### src/rtl/mem_access_unit_pkg.sv
// mem_access_unit_pkg: shared mem opcodes, stall-bus constants and opcode helpers
package mem_access_unit_pkg;
  localparam int ALU_OP_W = 8;
  localparam int STALL_W = 6;
  localparam int STALL_MEMWB = 4;
  localparam logic [4:0] NOP_REG_ADDR = 5'd0;
  localparam logic [31:0] ZERO_WORD = 32'd0;
  localparam logic [ALU_OP_W-1:0] MEM_NOP = 8'h00;
  localparam logic [ALU_OP_W-1:0] MEM_LB = 8'hE0;
  localparam logic [ALU_OP_W-1:0] MEM_LH = 8'hE1;
  localparam logic [ALU_OP_W-1:0] MEM_LW = 8'hE3;
  localparam logic [ALU_OP_W-1:0] MEM_LBU = 8'hE4;
  localparam logic [ALU_OP_W-1:0] MEM_LHU = 8'hE5;
  localparam logic [ALU_OP_W-1:0] MEM_SB = 8'hE8;
  localparam logic [ALU_OP_W-1:0] MEM_SH = 8'hE9;
  localparam logic [ALU_OP_W-1:0] MEM_SW = 8'hEB;
  typedef enum logic [1:0] {S_IDLE, S_ACCESS, S_WAIT, S_DONE} mau_state_e;
  function automatic logic [2:0] byte_cnt(input logic [ALU_OP_W-1:0] op);
    return (op == MEM_LB || op == MEM_LBU || op == MEM_SB) ? 3'd1 :
           (op == MEM_LH || op == MEM_LHU || op == MEM_SH) ? 3'd2 :
           (op == MEM_LW || op == MEM_SW) ? 3'd4 : 3'd0;
  endfunction
  function automatic logic is_load(input logic [ALU_OP_W-1:0] op);
    return op == MEM_LB || op == MEM_LH || op == MEM_LW || op == MEM_LBU || op == MEM_LHU;
  endfunction
endpackage

### src/rtl/mem_access_unit_load_extend.sv
// load_extend: sign/zero-extends an assembled little-endian load value by opcode
module load_extend
  import mem_access_unit_pkg::*;
(
  input  logic [31:0]         raw,
  input  logic [ALU_OP_W-1:0] op,
  output logic [31:0]         res
);
  always_comb
    res = op == MEM_LB  ? {{24{raw[7]}}, raw[7:0]} :
          op == MEM_LBU ? {24'd0, raw[7:0]} :
          op == MEM_LH  ? {{16{raw[15]}}, raw[15:0]} :
          op == MEM_LHU ? {16'd0, raw[15:0]} : raw;
endmodule

### src/rtl/mem_access_unit.sv
// mem_access_unit: MEM-stage engine moving loads/stores as byte transfers; non-memory ops pass straight through
module mem_access_unit
  import mem_access_unit_pkg::*;
#(
  parameter int ADDR_W = 32,
  parameter int DATA_W = 32,
  parameter int OP_W = ALU_OP_W
) (
  input  logic               clk,
  input  logic               rst,
  input  logic [4:0]         mem_wd,
  input  logic               mem_wreg,
  input  logic [DATA_W-1:0]  mem_wdata,
  input  logic [ADDR_W-1:0]  mem_mem_addr,
  input  logic [OP_W-1:0]    mem_aluop,
  input  logic [STALL_W-1:0] stall_state,
  output logic               stall_req,
  output logic [4:0]         wb_wd,
  output logic               wb_wreg,
  output logic [DATA_W-1:0]  wb_wdata,
  output logic               mc_req,
  output logic               mc_we,
  output logic [ADDR_W-1:0]  mc_addr,
  output logic [7:0]         mc_wdata,
  input  logic               mc_ready,
  input  logic [7:0]         mc_rdata
);
  mau_state_e state_q, state_d;
  logic [2:0] issue_cnt_q, issue_cnt_d, recv_cnt_q, recv_cnt_d, n;
  logic [31:0] asm_q, asm_d, ext;
  logic ld, mem_op, acc, last, pend, clr, pass, ldone, unused;
  assign unused = ^{stall_state[STALL_W-1:STALL_MEMWB+1], stall_state[STALL_MEMWB-1:0]};
  assign n = byte_cnt(mem_aluop);
  assign mem_op = n != 3'd0;
  assign ld = is_load(mem_aluop);
  // issue_cnt is zero in IDLE, so it doubles as the byte index in every state
  assign mc_req = !rst && ((state_q == S_IDLE && mem_op) || state_q == S_ACCESS);
  assign mc_we = mc_req && !ld;
  assign mc_addr = mc_req ? mem_mem_addr + ADDR_W'(issue_cnt_q) : '0;
  assign mc_wdata = mc_we ? 8'(mem_wdata >> {issue_cnt_q, 3'b000}) : 8'd0;
  assign acc = mc_req && mc_ready;
  assign last = issue_cnt_q == n - 3'd1;
  // read data lags its accept by one cycle, so a byte is pending whenever recv trails issue
  assign pend = ld && recv_cnt_q != issue_cnt_q;
  assign clr = state_q == S_DONE && !stall_state[STALL_MEMWB];
  assign stall_req = state_q == S_IDLE ? mem_op : state_q != S_DONE;
  assign pass = state_q == S_IDLE && !mem_op;
  assign ldone = state_q == S_DONE && ld;
  assign wb_wd = (pass || ldone) ? mem_wd : NOP_REG_ADDR;
  assign wb_wreg = (pass || ldone) && mem_wreg;
  assign wb_wdata = pass ? mem_wdata : ldone ? DATA_W'(ext) : DATA_W'(ZERO_WORD);
  load_extend u_ext (.raw(asm_q), .op(ALU_OP_W'(mem_aluop)), .res(ext));
  always_comb begin
    state_d = acc ? (last ? (ld ? S_WAIT : S_DONE) : S_ACCESS) :
              state_q == S_WAIT ? S_DONE : clr ? S_IDLE : state_q;
    issue_cnt_d = clr ? 3'd0 : issue_cnt_q + 3'(acc);
    recv_cnt_d = clr ? 3'd0 : recv_cnt_q + 3'(pend);
    asm_d = clr ? 32'd0 : pend ? asm_q | (32'(mc_rdata) << {recv_cnt_q, 3'b000}) : asm_q;
  end
  always_ff @(posedge clk) begin
    if (rst) begin
      state_q <= S_IDLE;
      issue_cnt_q <= 3'd0;
      recv_cnt_q <= 3'd0;
      asm_q <= 32'd0;
    end else begin
      state_q <= state_d;
      issue_cnt_q <= issue_cnt_d;
      recv_cnt_q <= recv_cnt_d;
      asm_q <= asm_d;
    end
  end
endmodule

### config.mk
export PLATFORM = sky130hd
export DESIGN_NAME = mem_access_unit
export DESIGN_NICKNAME = d
export VERILOG_FILES = /design/src/rtl/mem_access_unit_pkg.sv /design/src/rtl/mem_access_unit_load_extend.sv /design/src/rtl/mem_access_unit.sv
export SDC_FILE = /design/constraint.sdc
export NUM_CORES = 1
export LEC_CHECK = 0
export CORE_MARGIN = 1
export CORE_UTILIZATION = 43
export DETAILED_ROUTE_END_ITERATION = 12
export GPL_ROUTABILITY_DRIVEN = 0
export GPL_TIMING_DRIVEN = 0
export PLACE_DENSITY = 0.85
export SYNTH_ARGS = -nofsm -noshare
export SYNTH_HDL_FRONTEND = slang
export SYNTH_SLANG_ARGS = --single-unit
### constraint.sdc
create_clock -name clk -period 12 [get_ports clk]
set_clock_uncertainty 0.1 [all_clocks]
set_input_delay 3 -clock clk [delete_from_list [all_inputs] [get_ports clk]]
set_output_delay 3 -clock clk [all_outputs]
set_load 0.02 [all_outputs]
==> results of run 1 <==
==> cell families after synthesis <==
logic type,count (synthesis)
compound gates,100
xor+xnor,31
fa+ha+maj,7
buf+inv,42
flops,40
mux,8
simple gates,218
==> placed cells by master (no fill, tap or decap), drive strengths merged, types with 5 or more instances in the layout <==
| cell | n |
|---|---|
| a21oi | 8 |
| a22o | 16 |
| a31oi | 33 |
| and2 | 7 |
| and3 | 7 |
| buf | 8 |
| clkbuf | 31 |
| clkdlybuf4s50 | 170 |
| dfxtp | 40 |
| ha | 6 |
| inv | 9 |
| mux4 | 8 |
| nand2 | 37 |
| nand2b | 5 |
| nand3 | 26 |
| nand4 | 7 |
| nor2 | 70 |
| nor2b | 25 |
| nor3 | 6 |
| nor4 | 5 |
| o21ai | 31 |
| or3 | 10 |
| xnor2 | 17 |
| xor2 | 14 |
==> registers in the layout, indices dropped and copies added, names as in the netlist <==
signal / flops
asm_q: 32
recv_cnt_q: 3
issue_cnt_q: 3
state_q: 2
==> report_power, final <==
group          internal [mW]  total [mW]  switching [mW]
Sequential             0.133       0.133        0.000105
Combinational         0.0547      0.0990          0.0443
Clock                 0.0680       0.115          0.0470
Total                  0.255       0.347          0.0913
==> how the worst min path moves through the flow <==
stage,end,slack [ns],cells past startpoint
floorplan,asm_q[10],0.33,2
global placement,asm_q[20],0.35,2
detailed placement,asm_q[20],0.35,2
CTS,asm_q[20],0.37,2
global route,asm_q[31],0.40,2
finish,asm_q[20],0.37,2
==> metrics by stage <==
step	std cells	utilization, %	setup slack, ns
floorplan	446	-	3.92
global placement	715	69.7	2.86
detailed placement	715	69.7	2.80
CTS	723	71.4	2.79
global route	723	71.4	2.62
finish	723	71.4	2.79
==> layer usage <==
layer  vias up  part of all wire, %  track usage, %
met1      1957                   40            38.1
met2       253                   49            53.6
li1       1953                    -               -
met4         0                  1.9            10.7
met3        28                  8.8            3.79
met5         -                    0               0
==> final cells by class <==
| type | instances | area, um2 |
|---|---|---|
| plain buffers | 33 | 136 |
| inverters | 9 | 33.8 |
| clock inverters | 2 | 38.8 |
| repair buffers | 170 | 1700 |
| fillers | 590 | 2090 |
| clock buffers | 6 | 82.6 |
| multi-input cells | 364 | 2290 |
| well taps | 99 | 124 |
| flip-flops and latches | 40 | 801 |
==> tightest hold or removal path: cells and delay by family, from the launching register on <==
family | cells | cell delay, ns
AOI/OAI and AO/OA | 1 | 0.04
and+or+nand+nor | 1 | 0.07
DFF | 1 | 0.33
==> flow_summary.toml, run 1 <==
[status]
status = "finished clean"

[clock_tree]
clk_latency_ns = 0.29
cts_root_buf = "clkbuf_8"
cts-resized-gates = 0
htree_levels = 2
cts_hold_buf = 0
clk_pin_slew_ns = 0.08
clock_sinks = 40
cts_tree = "yes"
numCtsBuffers = 5
cts_buffer_depth = 2
cts_post_setup_buffers_inserted = 0

[sta]
hold_viol = 0
fin_setup_tns_ns = 0
min_period_ns = 9.21
hold-worst-slack_ns = 0.373
tightest_slew_ns = 1.02
min_period_over_period_pct = 76.8
setup_viol = 0
max_slew_margin_pct = 31.8
slew_viol_final = 0
max_clock_freq_mhz = 109
rsz0062_at_grt = "false"

[synthesis]
synth-edff-count = 0
synth-seq-cells = 40
synth-adder-area-share_pct = 2.92
synth-compound-area-share_pct = 19.6
synth_simple_gate_area_share_pct = 33.8
avgSynthCellArea_um2 = 7.30
synth.most_common_cell = "nor2_1"
yosysUniqueCellTypes = 49
synth_cells = 446
synth_top_family_by_area = "simple AND/OR/NAND/NOR gates"
muxShareOfSynthArea_pct = 5.53
synth_area_leaders = "dfxtp_1 25%, nor2_1 8.1%, a31oi_1 6.3%, mux4_2 5.5%, nor2b_1 4.8%"
ys.flop_type = "dfxtp_1"
yosysWarnings = 0
synth_commonest_cells = "70 x nor2_1, 40 x dfxtp_1, 37 x nand2_1, 33 x a31oi_1, 31 x o21ai_0"
synth_area_mm2 = 0.00326
synth.largest_area_cell = "dfxtp_1"
synth_xor_area_share_pct = 8.34
async_flop_share_pct = 0
synth_top_cell_area_share_pct = 24.6
ys_seq_area_share_pct = 24.6
synth_nets = 548

[worst_setup_path]
arrival_ns = 6.11
critPathMaxStageDelay_ns = 0.61
crit_chain = "clkdlybuf4s50_1, nand4b_2, or3_1, clkbuf_1, or4b_1, buf_2, or2_1, buf_2, buf_6, nand3_1, clkdlybuf4s50_1"
rrSetupSlack_ns = 9.60
cp.depth = 11
start_kind = "input pin"
cp_slowest_cell = "clkdlybuf4s50_1"
criticalPathCategory = "input pin to output port"
required_ns = 8.90
crit_buf_inv = 6
crit_family = "buffers and inverters"
worstPathMaxFanout = 10
r2r_cells = 7
critPathLaunch = "mem_aluop[4]"
rr_startpoint = "issue_cnt_q[0]"
end_kind = "output port"
crit_path_end = "wb_wdata[23]"
r2r_end = "recv_cnt_q[1]"

[global_routing]
antenna_found_initial = 0
grt_pass1_wl_mm = 18.6
grt.overflow.total = 0
grt_max_degree = 14
grt_use_total_pct = 30.3
first_global_vias = 3692

[route]
via_count = 4191
wl_per_cell_um = 17.3
routed_wl_mm = 12.5
first_iter_violations = 340
ant_nets = 0
drcViolationCount = 0
viasPerCell = 5.80
dr.pass1.iters = 5

[power]
power_density_mw_per_mm2 = 66.6
cellLeakagePower_nw = 1.98
ir_worst_vdd_v = 0.0000674
finalPower_uw = 347

[floorplan]
dieHeight_um = 89.0
ios = 176
dieArea_mm2 = 0.00793
num_rows = 31
initial_core_util_pct = 44.7
die_width_um = 89.0
core_mm2 = 0.00729

[cells_and_area]
layout.nets = 725
areaGrowthSynthToFinish_pct = 59.8
drive_gt1_share_pct = 4.81
n_antenna_cell = 0
final_cell_area_mm2 = 0.00520

[min_path]
min_path_type = "flop to flop"
hold_start = "asm_q[20]"

[place]
hpwl_mm = 10.2
placed_area_mm2 = 0.00508
io_buffers = 170

[job]
cap_violations = 0
Power figures use the tool's default switching activity.
==> run 2: changes to the inputs <==
--- a/config.mk
+++ b/config.mk
@@ -6,11 +6,11 @@
 export NUM_CORES = 1
 export LEC_CHECK = 0
 export CORE_MARGIN = 1
-export CORE_UTILIZATION = 43
+export CORE_UTILIZATION = 36
 export DETAILED_ROUTE_END_ITERATION = 12
 export GPL_ROUTABILITY_DRIVEN = 0
 export GPL_TIMING_DRIVEN = 0
-export PLACE_DENSITY = 0.85
+export PLACE_DENSITY = 0.76
 export SYNTH_ARGS = -nofsm -noshare
 export SYNTH_HDL_FRONTEND = slang
 export SYNTH_SLANG_ARGS = --single-unit
==> constraint.sdc (replaced) <==
create_clock -name clk -period 8.1 [get_ports clk]
set_clock_uncertainty 0.1 [all_clocks]
set_input_delay 2.025 -clock clk [delete_from_list [all_inputs] [get_ports clk]]
set_output_delay 2.025 -clock clk [all_outputs]
set_load 0.02 [all_outputs]
==> run 2 against run 1 <==
Global-route usage shrank 4.9 points. Flip-flop and latch count stayed put. Die area increased by 19%. Cell area grew 0.22%. Critical path type unchanged. Largest power group unchanged. Highest routed layer unchanged.
==> flow_summary.toml, run 2 (synthesized netlist as in run 1, its figures left out) <==
[job]
cap_violations = 0

[sta]
hold_viol = 0
setup_viol = 0
min_period_over_period_pct = 90.8
slew_viol_final = 0
hold-worst-slack_ns = 0.368
min_period_ns = 7.36
rsz0062_at_grt = "false"
setup_ws_ns = 0.745
max_clock_freq_mhz = 136
fin_setup_tns_ns = 0
max_slew_margin_pct = 22.5
tightest_slew_ns = 1.15

[route]
wl_met3_um = 787
dr.pass1.iters = 5
top_layer_used = "met4"
ant_nets = 0
wl_met2_mm = 6.29
drcViolationCount = 0
via_count = 4076
wl_per_cell_um = 16.8
viasPerCell = 5.57
routed_wl_mm = 12.3
met1_length_mm = 5.13
first_iter_violations = 350

[floorplan]
ios = 176
initial_core_util_pct = 37.3
core_mm2 = 0.00872
die_width_um = 97.1
dieArea_mm2 = 0.00943
num_rows = 34
dieHeight_um = 97.1

[status]
status = "finished clean"

[worst_setup_path]
critPathMaxStageDelay_ns = 0.62
end_kind = "output port"
rr_startpoint = "issue_cnt_q[0]"
start_kind = "input pin"
required_ns = 5.98
crit_buf_inv = 6
critPathLaunch = "mem_aluop[4]"
r2r_cells = 7
arrival_ns = 5.23
cp_slowest_cell = "clkdlybuf4s50_1"
crit_chain = "clkdlybuf4s50_1, nand4b_2, or3_1, clkbuf_1, or4b_1, buf_2, or2_1, buf_2, buf_6, nand3_1, clkdlybuf4s50_1"
worstPathMaxFanout = 10
criticalPathCategory = "input pin to output port"
cp.depth = 11
crit_family = "buffers and inverters"

[global_routing]
first_global_vias = 3881
grt_pass1_wl_mm = 19.6
grt.overflow.total = 0
grt_max_degree = 14
grt_use_total_pct = 25.4
antenna_found_initial = 0

[cells_and_area]
largest_reg_flops = 32
most-common-layout-cells = "170 x clkdlybuf4s50_1, 70 x nor2_1, 40 x dfxtp_1, 37 x nand2_1, 33 x a31oi_1"
areaGrowthSynthToFinish_pct = 60.1
layout.nets = 725
largest-register = "asm_q"
n_antenna_cell = 0
reg_top3 = "asm_q (32), issue_cnt_q (3), recv_cnt_q (3)"
drive_gt1_share_pct = 4.81
final_cell_area_mm2 = 0.00522
final_common_cell = "clkdlybuf4s50_1"

[power]
finalPower_uw = 519
power_density_mw_per_mm2 = 99.4
cellLeakagePower_nw = 1.98
ir_worst_vdd_v = 0.000131

[clock_tree]
cts_hold_buf = 0
clk_latency_ns = 0.29
cts-resized-gates = 0
cts_post_setup_buffers_inserted = 0
cts_tree = "yes"
cts_root_buf = "clkbuf_8"
clock_sinks = 40
cts_buffer_depth = 2
htree_levels = 2
numCtsBuffers = 5
clk_pin_slew_ns = 0.08

[min_path]
hold_depth = 2
min_path_type = "flop to flop"
hold_start = "asm_q[27]"

[place]
io_buffers = 170
placed_area_mm2 = 0.00509
hpwl_mm = 10.1
pre_cts_ws_ns = 0.772
[run 2: cell counts in the layout (fill, tap and decap cells not counted)]
Identical to the previous run, type by type.
[run 2: worst register-to-register path, stage by stage, from the launching register on]
cell,delay (ns)
dfxtp_1,0.34
clkbuf_1,0.34
xor2_1,0.20
o31a_1,0.28
clkbuf_1,0.40
ha_1,0.24
ha_1,0.22
and3_1,0.17
[run 2: routing by layer]
metal | GRT usage (%) | vias up
met3 | 4.60 | 10
met1 | 31.6 | 1951
met5 | 0 | -
met4 | 4.13 | 0
met2 | 46.2 | 166
li1 | - | 1949
[run 2: final cells by class]
class	instances	area, um2
multi-input combinational	364	2290
buffer	33	136
fill	788	3510
clock buffer	6	82.6
clock inverter	2	38.8
tap	108	135
inverter	9	33.8
timing repair buffer	170	1700
sequential	40	801
[run 2: power breakdown]
| part | switching, mW | internal, mW | total (mW) | leakage [nW] |
|---|---|---|---|---|
| registers | 0.000119 | 0.197 | 0.197 | 0.322 |
| clock network | 0.0735 | 0.101 | 0.174 | 0.0614 |
| logic | 0.0666 | 0.0811 | 0.148 | 1.60 |
| total | 0.140 | 0.378 | 0.519 | 1.98 |
[run 2: per-stage QoR]
stage	instances	utilization [%]
finish	732	59.8
global route	732	59.8
CTS	732	59.8
detailed placement	724	58.4
global placement	724	58.4
floorplan	446	-
[run 2: final timing paths]
check,to,slack [ns]
min reg2reg,asm_q[27],0.37
max reg2reg,recv_cnt_q[1],5.70
min,asm_q[27],0.37
max,wb_wdata[22],0.74
==> run 3: changes to the inputs <==
--- a/config.mk
+++ b/config.mk
@@ -5,6 +5,7 @@
 export SDC_FILE = /design/constraint.sdc
 export NUM_CORES = 1
 export LEC_CHECK = 0
+export CAP_MARGIN = 20
 export CORE_MARGIN = 1
 export CORE_UTILIZATION = 36
 export DETAILED_ROUTE_END_ITERATION = 12
==> run 3 against run 2 <==
Register-to-register slack better by 0.02 ns. Die area stayed put. Maximum frequency rose by 0.22%. Clock-buffer cell count did not move. Core utilization rose by 0.057 points. Wire length decreased by 0.28%. Worst hold slack worse by 0.0011 ns. Sequential power barely moved. Global-route usage did not move. Flip-flop and latch count is the same. Non-clock buffer count grew 1. Critical path depth is the same. Critical path type unchanged. Critical endpoint is now wb_wdata[29]. Largest power group unchanged.
==> flow_summary.toml, run 3 (synthesized netlist as in run 1, its figures left out) <==
[place]
dp_cells = 724
io_buffers = 170
hpwl_mm = 10.1

[global_routing]
first_global_vias = 3881
grt_max_degree = 14
use_met2_pct = 46.2
grt_pass1_wl_mm = 19.6
busiest_layer = "met2"
use_met1_pct = 31.6
antenna_found_initial = 0
grt.overflow.total = 0
grt_use_total_pct = 25.4
grt_use_met3_pct = 4.60

[power]
finalPower_uw = 517
power_density_mw_per_mm2 = 99.1
ir_worst_vdd_v = 0.000130
cellLeakagePower_nw = 1.98

[sta]
tightest_slew_ns = 1.04
setup_viol = 0
min_period_over_period_pct = 90.6
min_period_ns = 7.34
hold_viol = 0
max_clock_freq_mhz = 136
max_slew_margin_pct = 29.6
rsz0062_at_grt = "false"
fin_setup_tns_ns = 0
slew_viol_final = 0

[worst_setup_path]
rr_startpoint = "issue_cnt_q[0]"
criticalPathCategory = "input pin to output port"
start_kind = "input pin"
critPathLaunch = "mem_aluop[4]"
worstPathMaxFanout = 10
required_ns = 5.98
end_kind = "output port"
arrival_ns = 5.21

[clock_tree]
htree_levels = 2
numCtsBuffers = 5
clk_pin_slew_ns = 0.08
cts_tree = "yes"
cts_buffer_depth = 2
cts_hold_buf = 0
clock_sinks = 40
cts_root_buf = "clkbuf_8"
clk_latency_ns = 0.29
cts-resized-gates = 0
cts_post_setup_buffers_inserted = 0

[route]
first_iter_violations = 299
dr.pass1.iters = 6
drcViolationCount = 0
viasPerCell = 5.56
routed_wl_mm = 12.3
ant_nets = 0
wl_per_cell_um = 16.8
via_count = 4077

[min_path]
hold_start = "asm_q[27]"
min_path_type = "flop to flop"

[cells_and_area]
largest-register = "asm_q"
layout.nets = 726
final_common_cell = "clkdlybuf4s50_1"
drive_gt1_share_pct = 4.96
num-fill-cells = 788
fin_cells = 733
areaGrowthSynthToFinish_pct = 60.3
largest_reg_flops = 32
n_antenna_cell = 0
most-common-layout-cells = "170 x clkdlybuf4s50_1, 70 x nor2_1, 40 x dfxtp_1, 37 x nand2_1, 33 x a31oi_1"
reg_top3 = "asm_q (32), issue_cnt_q (3), recv_cnt_q (3)"

[job]
cap_violations = 0

[floorplan]
dieArea_mm2 = 0.00943
core_mm2 = 0.00872
die_width_um = 97.1
initial_core_util_pct = 37.3
num_rows = 34
dieHeight_um = 97.1
ios = 176

[status]
status = "finished clean"
run 3: changes by cell type in the layout (fill, tap and decap cells not counted):
cell   change
buf_2      +1
run 3: layer usage:
metal  routed length, um  vias to the layer above  share of wire [%]
met5                   0                        -                  0
met4                 127                        0                1.0
met3                 790                       15                6.4
met2                6270                      164                 51
met1                5100                     1946                 41
li1                    -                     1952                  -
run 3: where the power goes:
part | internal, mW | switching (mW)
clock network | 0.101 | 0.0723
logic | 0.0812 | 0.0665
registers | 0.197 | 0.000122
total | 0.378 | 0.139
run 3: worst paths after layout:
path	depth (start not counted)	to	slack, ns
setup / recovery	11	wb_wdata[29]	0.76
setup reg to reg	7	recv_cnt_q[1]	5.72
hold reg to reg	2	asm_q[27]	0.37
hold / removal	2	asm_q[27]	0.37
run 3: critical path, stage by stage:
cell,delay (ns)
clkdlybuf4s50_1,0.41
nand4b_2,0.30
or3_1,0.35
clkbuf_1,0.21
or4b_1,0.49
buf_2,0.19
or2_1,0.22
buf_2,0.17
buf_6,0.15
nand3_1,0.07
clkdlybuf4s50_1,0.62
run 3: layout make-up:
| type | count | area [um2] | area share [%] |
|---|---|---|---|
| Multi-Input combinational cell | 364 | 2290 | 43.8 |
| Timing Repair Buffer | 171 | 1710 | 32.7 |
| Sequential cell | 40 | 801 | 15.3 |
| Buffer | 33 | 136 | 2.61 |
| Tap cell | 108 | 135 | 2.59 |
| Clock buffer | 6 | 82.6 | 1.58 |
| Clock inverter | 2 | 38.8 | 0.743 |
| Inverter | 9 | 33.8 | 0.647 |
run 3: through the flow:
stage | hold WS [ns] | setup WS, ns | instance area, um2 | util, %
after floorplan | 0.330 | 1.97 | 3260 | -
after global placement | 0.340 | 0.842 | 5090 | 58.4
after detailed placement | 0.355 | 0.772 | 5090 | 58.4
after CTS | 0.370 | 0.779 | 5220 | 59.8
after global routing | 0.393 | 0.559 | 5220 | 59.9
final | 0.367 | 0.761 | 5220 | 59.9
